### src/rtl/mem_wb_queue.sv
// MEM/WB result queue: circular FIFO between MEM and register-file write-back.
// Drains under valid/ready, honours the stall vector, flushes, and forwards.
module mem_wb_queue #(
    parameter int DATA_W  = 32,
    parameter int ADDR_W  = 5,
    parameter int DEPTH   = 4,
    parameter int STALL_W = 7,
    parameter int STAGE   = 3
) (
    input  logic                         clk,
    input  logic                         rst,
    input  logic [STALL_W-1:0]           stall,
    input  logic                         flush,
    input  logic                         mem_valid,
    input  logic [ADDR_W-1:0]            mem_rd,
    input  logic [DATA_W-1:0]            mem_wdata,
    input  logic                         mem_wreg,
    output logic                         mem_ready,
    output logic                         wb_valid,
    output logic [ADDR_W-1:0]            wb_rd,
    output logic [DATA_W-1:0]            wb_wdata,
    output logic                         wb_wreg,
    input  logic                         wb_ready,
    input  logic [ADDR_W-1:0]            fwd_raddr,
    output logic                         fwd_hit,
    output logic [DATA_W-1:0]            fwd_data,
    output logic [$clog2(DEPTH+1)-1:0]   count
);

    localparam int PTR_W = $clog2(DEPTH);
    localparam int CNT_W = $clog2(DEPTH+1);

    logic [DEPTH-1:0]  valid_q, valid_d;
    logic [ADDR_W-1:0] rd_q [DEPTH];
    logic [ADDR_W-1:0] rd_d [DEPTH];
    logic [DATA_W-1:0] data_q [DEPTH];
    logic [DATA_W-1:0] data_d [DEPTH];
    logic [DEPTH-1:0]  wreg_q, wreg_d;
    logic [PTR_W-1:0]  head_q, head_d;
    logic [PTR_W-1:0]  tail_q, tail_d;
    logic [CNT_W-1:0]  count_q, count_d;

    logic push;
    logic pop;

    function automatic logic [PTR_W-1:0] ptr_inc(
        input logic [PTR_W-1:0] p
    );
        if (p == PTR_W'(DEPTH-1))
            return '0;
        return p + 1'b1;
    endfunction

    assign count     = count_q;
    assign mem_ready = (count_q != CNT_W'(DEPTH));
    assign wb_valid  = (count_q != '0);
    assign wb_rd     = wb_valid ? rd_q[head_q]   : '0;
    assign wb_wdata  = wb_valid ? data_q[head_q] : '0;
    assign wb_wreg   = wb_valid & wreg_q[head_q];
    assign push = mem_valid & mem_ready & ~stall[STAGE];
    assign pop  = wb_valid & wb_ready;

    always_comb begin
        valid_d = valid_q;
        rd_d    = rd_q;
        data_d  = data_q;
        wreg_d  = wreg_q;
        head_d  = head_q;
        tail_d  = tail_q;
        count_d = count_q;
        if (flush) begin
            valid_d = '0;
            head_d  = '0;
            tail_d  = '0;
            count_d = '0;
        end else begin
            if (pop) begin
                valid_d[head_q] = 1'b0;
                head_d = ptr_inc(head_q);
            end
            if (push) begin
                valid_d[tail_q] = 1'b1;
                rd_d[tail_q]    = mem_rd;
                data_d[tail_q]  = mem_wdata;
                wreg_d[tail_q]  = mem_wreg;
                tail_d = ptr_inc(tail_q);
            end
            if (push && !pop)
                count_d = count_q + 1'b1;
            else if (pop && !push)
                count_d = count_q - 1'b1;
        end
    end

    // Walk oldest to youngest so the last match seen is the youngest.
    always_comb begin
        logic [PTR_W:0]   sum;
        logic [PTR_W-1:0] idx;
        fwd_hit  = 1'b0;
        fwd_data = '0;
        sum = '0;
        idx = '0;
        for (int i = 0; i < DEPTH; i++) begin
            sum = {1'b0, head_q} + (PTR_W+1)'(i);
            if (sum >= (PTR_W+1)'(DEPTH))
                sum = sum - (PTR_W+1)'(DEPTH);
            idx = sum[PTR_W-1:0];
            if (valid_q[idx] && wreg_q[idx] &&
                fwd_raddr != '0 &&
                rd_q[idx] == fwd_raddr) begin
                fwd_hit  = 1'b1;
                fwd_data = data_q[idx];
            end
        end
    end

    always_ff @(posedge clk) begin
        if (rst) begin
            valid_q <= '0;
            wreg_q  <= '0;
            head_q  <= '0;
            tail_q  <= '0;
            count_q <= '0;
            for (int i = 0; i < DEPTH; i++) begin
                rd_q[i]   <= '0;
                data_q[i] <= '0;
            end
        end else begin
            valid_q <= valid_d;
            wreg_q  <= wreg_d;
            head_q  <= head_d;
            tail_q  <= tail_d;
            count_q <= count_d;
            rd_q    <= rd_d;
            data_q  <= data_d;
        end
    end

endmodule

### config.mk
export PLATFORM = sky130hd
export DESIGN_NAME = mem_wb_queue
export DESIGN_NICKNAME = d
export VERILOG_FILES = /design/src/rtl/mem_wb_queue.sv
export SDC_FILE = /design/constraint.sdc
export NUM_CORES = 1
export LEC_CHECK = 0
export ABC_AREA = 1
export BUFFER_PORTS_ARGS = -buffer_cell sky130_fd_sc_hd__buf_2
export CORE_MARGIN = 2
export CORE_UTILIZATION = 50
export DETAILED_ROUTE_END_ITERATION = 8
export PLACE_DENSITY = 0.78
export SLEW_MARGIN = 20
export SYNTH_ARGS = -nofsm -noshare
export SYNTH_HDL_FRONTEND = slang
export SYNTH_SLANG_ARGS = --single-unit
### constraint.sdc
create_clock -name clk -period 4.2 [get_ports clk]
set_input_delay 0.84 -clock clk [delete_from_list [all_inputs] [get_ports clk]]
set_output_delay 0.84 -clock clk [all_outputs]
set_load 0.01 [all_outputs]
# Word level (Yosys, flattened, before mapping)
# Index checks and enable logic that the tools add are counted.
dict set report totals {
  output_inout_bits 76
  wordCells 177
  ff_bits 163
  inputBits 55
}
dict set report classes {
  add_sub_neg 11
  order_cmp 19
  n_reduce_logical 24
  n_eq_ne 7
  mux 88
  bitwise 15
}
# operator count
set op_table {}
lappend op_table {{32-bit 2-to-1 mux} 16}
lappend op_table {{32-bit binary-select mux with 2-bit select} 5}
lappend op_table {{128-bit bitwise mux} 1}
lappend op_table {{32-bit demux with 2-bit select} 1}
lappend op_table {{5-bit 2-to-1 mux} 12}
lappend op_table {{5-bit binary-select mux with 2-bit select} 5}
lappend op_table {{3-bit greater-or-equal comparator (second input constant)} 9}
lappend op_table {{1-bit 2-to-1 mux} 21}
lappend op_table {{20-bit bitwise mux} 1}
lappend op_table {{5-bit == test} 4}
lappend op_table {{1-bit binary-select mux with 2-bit select} 9}
lappend op_table {{2-bit by 3-bit < comparator with 1-bit output (second input constant)} 6}
lappend op_table {{2-bit inverter with 3-bit output} 6}
lappend op_table {{1-bit logical AND} 17}
lappend op_table {{2-bit 2-to-1 mux} 8}
lappend op_table {{4-bit 2-to-1 mux} 3}
lappend op_table {{5-bit demux with 2-bit select} 1}
lappend op_table {{2-bit by 1-bit subtractor with 2-bit output (second input constant)} 4}
lappend op_table {{2-bit by 2-bit adder with 3-bit output (second input constant)} 2}
lappend op_table {{3-bit 2-to-1 mux} 2}
lappend op_table {{5-bit nonzero test} 1}
lappend op_table {{2-bit by 1-bit adder with 2-bit output (second input constant)} 2}
lappend op_table {{1-bit bitwise AND} 4}
lappend op_table {{4-bit bitwise AND} 1}
lappend op_table {{18 further kinds} 23}

# Longest topological paths before layout
dict set report logic_depth {
  word_depth 12
  depth_mapped 21
  mapped_depth_nobuf 14
}

# Worst setup path after synthesis
# OpenSTA, ideal clock, no wires.
dict set report synth_path {
  path_type {reg2out}
  from {register head_q[1]}
  to {output port fwd_data[24]}
  t_arrival_ns 2.648
  path_buffers 7
  t_required_ns 3.360
  path_slack_ns 0.712
  path_stages_with_launch 18
  cell_sequence {dfxtp_1 inv_1 buf_2 buf_2 clkbuf_1 ha_1 buf_4 inv_2 buf_4 buf_4 buf_2 mux2i_1 inv_1 nor2_1 nor2_1 nand2_1 nand2_1 nand2_1}
}
dict set report synth_between {
  elab_chain_cells 12
  word_cells_on_any_way 79
  cone_classes {add/sub: 7; order compare: 4; eq/ne: 4; mux: 48; bitwise: 4; reduce/logical: 12}
}
# item line
set synth_rtl {}
lappend synth_rtl {{start, declared} 39} ;# logic [PTR_W-1:0] head_q, head_d;
lappend synth_rtl {{start signal, assigned} 121} ;# head_q <= '0;
lappend synth_rtl {{start signal, assigned} 131} ;# head_q <= head_d;
lappend synth_rtl {{2-bit by 1-bit adder with 3-bit output, or another cell as far along} 104} ;# sum = {1'b0, head_q} + (PTR_W+1)'(i);
lappend synth_rtl {{3-bit greater-or-equal comparator, or another cell as far along} 105} ;# if (sum >= (PTR_W+1)'(DEPTH))
lappend synth_rtl {{2-bit 2-to-1 mux / 2-bit inverter with 3-bit output (equally long branches)} {105, 110, 112}}
lappend synth_rtl {{2-bit inverter with 3-bit output (not written as such) / 5-bit binary-select mux with 2-bit select (equally long branches)} {110, 112}}
lappend synth_rtl {{5-bit binary-select mux with 2-bit select / 5-bit 2-to-1 mux (equally long branches)} 110} ;# rd_q[idx] == fwd_raddr) begin
lappend synth_rtl {{5-bit 2-to-1 mux (not written as such)} 110}
lappend synth_rtl {{5-bit 2-to-1 mux (not written as such) / 5-bit == test (equally long branches)} 110}
lappend synth_rtl {{5-bit == test / 1-bit logical AND (equally long branches)} {110, 109}}
lappend synth_rtl {{1-bit logical AND / 32-bit 2-to-1 mux (equally long branches)} {109, 108}}
lappend synth_rtl {{32-bit 2-to-1 mux (2 in series)} 108} ;# if (valid_q[idx] && wreg_q[idx] &&
lappend synth_rtl {{32-bit 2-to-1 mux (*)} 108}
lappend synth_rtl {{end, declared} 26} ;# output logic [DATA_W-1:0] fwd_data,
# Every way passes the cells marked *; elsewhere a longest branch is shown, timed or not. The select of a mux whose other input is x is not followed.

# Final worst setup path
dict set report layout_path {
  from {register head_q[0]}
  to {output port fwd_data[21]}
}
# The elaborated chain is that of the path after synthesis.

==> impl_results.md <==
- Outcome: finished clean
- Routed vias/inst: roughly 5.4
- Filler cell count: between 2000 and 2500
- Antenna violations before repair: 2
- Place WS: 0.516 ns
- Synth top cells by count: nand2_1 (470), o21ai_0 (280), nor2_1 (242)
- Post-route cell area: 12500 um^2
- Area share of the leading cell type in the synthesized netlist: just under 30%
- Layout overhead on the synthesized area: 10.8%
- Hold Slack: between 0.4 and 0.5 ns
- Synth Area in Adders: 1.18%
- Arrival time worst endpoint: approximately 3 ns
- CTS buffer count: 17
- First-pass DRT Iterations: 5
- Crit Path Class: reg2out
- Die height: 154 um
- Max Freq: between 0.2 and 0.3 GHz
- Final min period: between 3 and 4 ns
- Yosys warnings: 0
- WL per Instance: 14.2 um
- Vias: 12000
- Largest family of logic cells by synthesized area: simple AND/OR/NAND/NOR gates
- Congestion Overflow GR: 0
- Final period util: 92.8%
- RSZ-0062 raised after global routing: false
- Layout Nets: ~2000
- Count of cell types in the netlist: 35
- First-pass GRT wire length: ~53000 um
- Worst slew pin tran: roughly 0.88 ns
- # port buffers: ~120
- CTS tree: yes
- Critical Path Start Type: register
- Mapped Cells: about 1900
- DRC Markers: 0
- Io pins: 131
- Slew HR: 40.9%
- Post-synthesis mux area share: between 2 and 3%
- Non-filler cells, final: about 2200
- Clock buffer depth: 2
- DRT Wirelength: ~32000 um
- Die width: 154 um
- Initial Utilization: between 50% and 60%
- Synth Area per Inst: roughly 5.9 um^2
- TNS Setup: 0 ns
- Net count after synthesis: between 1500 and 2000
- Iteration-0 DRC Markers: approximately 970
- Final Max Tran Viols: 0
- CTS clk-pin slew, worst paths: ~0.060 ns
- Num rows: between 50 and 60
- Clock Latency Late Sink: roughly 0.43 ns
- Cells after DPL: 2206
- CP max FO: 199
- Total core area: about 22000 um^2
- Layout cells sized above 1: 10.7%
- Post-Place Cell Area: 11800 um^2
- Die area: 23800 um^2
- Synth Area in XOR/XNOR: 0.311%
- # setup viols final: 0
- Root Buffer: clkbuf_16
- Post-synth EDFFs: 0
- Vias in the first global route: 10800
- CTS sink cnt: around 160
- Pin count of the biggest net entering global routing: 200
- HPWL after DPL: a little over 20000 um
- Max-Cap Viols: 0
- Pwr dens: between 300 and 400 nW/um^2
- Maximum VDD drop: between 0.2 and 0.3 mV
- CP required: between 3 and 4 ns
- Synth area leaders: dfxtp_1 (29%), nand2_1 (16%), o21ai_0 (12%)
- Overall power: around 3.9 mW
- Gr usage total: a little over a quarter
- Leakage: around 5.5 nW
- Final setup margin: slightly above 0.3 ns
- Fraction of registers with async set/reset: 0%
- #FFs+latches synth: between 150 and 200
- Count leader, synth: nand2_1
- Final Wtd Congestion: roughly 0.9
- Htree depth: 4
- Post-synthesis compound-gate area fraction: roughly 22%
- Synth area leader: dfxtp_1
- Post-synthesis sequential area ratio: between 20% and 30%
- Finished Core Util: 56.9%
- Final hold viol count: 0
- Reg area: approximately 3300 um^2
- Top FF cell, synth: dfxtp_1
- Worst clock skew: 0.00635 ns
- Area of the multi-input gates: 6590 um^2
- Simple-Gate Fraction of Synth Area: 31.5%
- Type of the tightest min-delay check: reg2reg
- Setup crit end kind: primary output
- Final antenna-violating net count: 0
- Synthesized cell area: ~11000 um^2
==> kinds of logic (layout without fill, tap and decap cells) <==
logic type / Yosys count / in the layout
simple gates: 879 / 879
compound gates: 498 / 498
buf+inv: 331 / 372
flops: 163 / 163
mux: 32 / 32
fa+ha+maj: 10 / 10
xor+xnor: 4 / 4
other cells: 0 / 2
==> final cells by class <==
type                       count  share of cell area, %
clock inverter                10                   1.36
inverter                     184                   5.59
timing repair buffer         156                   7.51
clock buffer                  22                   3.80
antenna                        2                 0.0401
multi-input combinational   1423                   52.7
sequential                   163                   26.2
tap                          280                   2.80
==> flip-flops by register name (all words and copies together), names as in the netlist <==
signal / flops
rd_q: 20
data_q: 128
tail_q: 2
count: 3
valid_q: 4
head_q: 2
wreg_q: 4
==> power breakdown <==
group	leakage (nW)	internal (mW)	switching, mW
Clock	0.308	1.05	0.665
Combinational	3.84	0.174	0.389
Sequential	1.32	1.58	0.0173
Total	5.47	2.80	1.07
==> worst max-delay path, cell delays in order (launching register included) <==
cell and delay [ns]:
dfxtp_4 0.39, buf_16 0.48, o21ai_0 0.23, nand2_1 0.09
o21ai_1 0.11, nor2_1 0.16, nand3b_1 0.17, nor2_4 0.26
buf_12 0.24, nand3_1 0.10, nand2_1 0.09, nand2_1 0.05
nand2_1 0.08, buf_2 0.14
==> cells in the final DEF, fill, tap and decap left out, types with 4 or more instances in the layout <==
master	count
dfxtp_1	162
buf_12	4
mux2i_1	32
a211oi_1	4
nand3_1	151
buf_2	124
xor2_1	4
o21ai_0	280
o21ai_1	48
buf_4	25
ha_1	8
nor2_1	242
nor2_4	4
nand2_1	468
a21oi_1	160
bufinv_16	4
clkbuf_16	17
inv_1	179
==> metal layers <==
metal / wire length [um] / track usage [%]
met5: 0 / 0
met4: 714 / 9.35
met3: 2190 / 4.00
met2: 15100 / 46.0
met1: 13800 / 35.2
==> repair_timing <==
action,4_1_cts,5_1_grt
resized for setup,0,5
setup buffers,0,0
setup endpoints to repair,0,21
hold buffers,0,0
==> final timing paths <==
| path | depth (start not counted) | to | startpoint | slack, ns |
|---|---|---|---|---|
| worst max-delay path | 13 | fwd_data[21] | head_q[0]$_SDFFE_PP0P_ | 0.30 |
| worst min-delay path | 2 | data_q[93]$_SDFFE_PP0P_ | data_q[93]$_SDFFE_PP0P_ | 0.46 |
| worst max register to register | 8 | data_q[125]$_SDFFE_PP0P_ | count[0]$_SDFFE_PP0P_ | 1.37 |
| worst min register to register | 2 | data_q[93]$_SDFFE_PP0P_ | data_q[93]$_SDFFE_PP0P_ | 0.46 |
No activity file was read; power rests on OpenSTA's default activity.
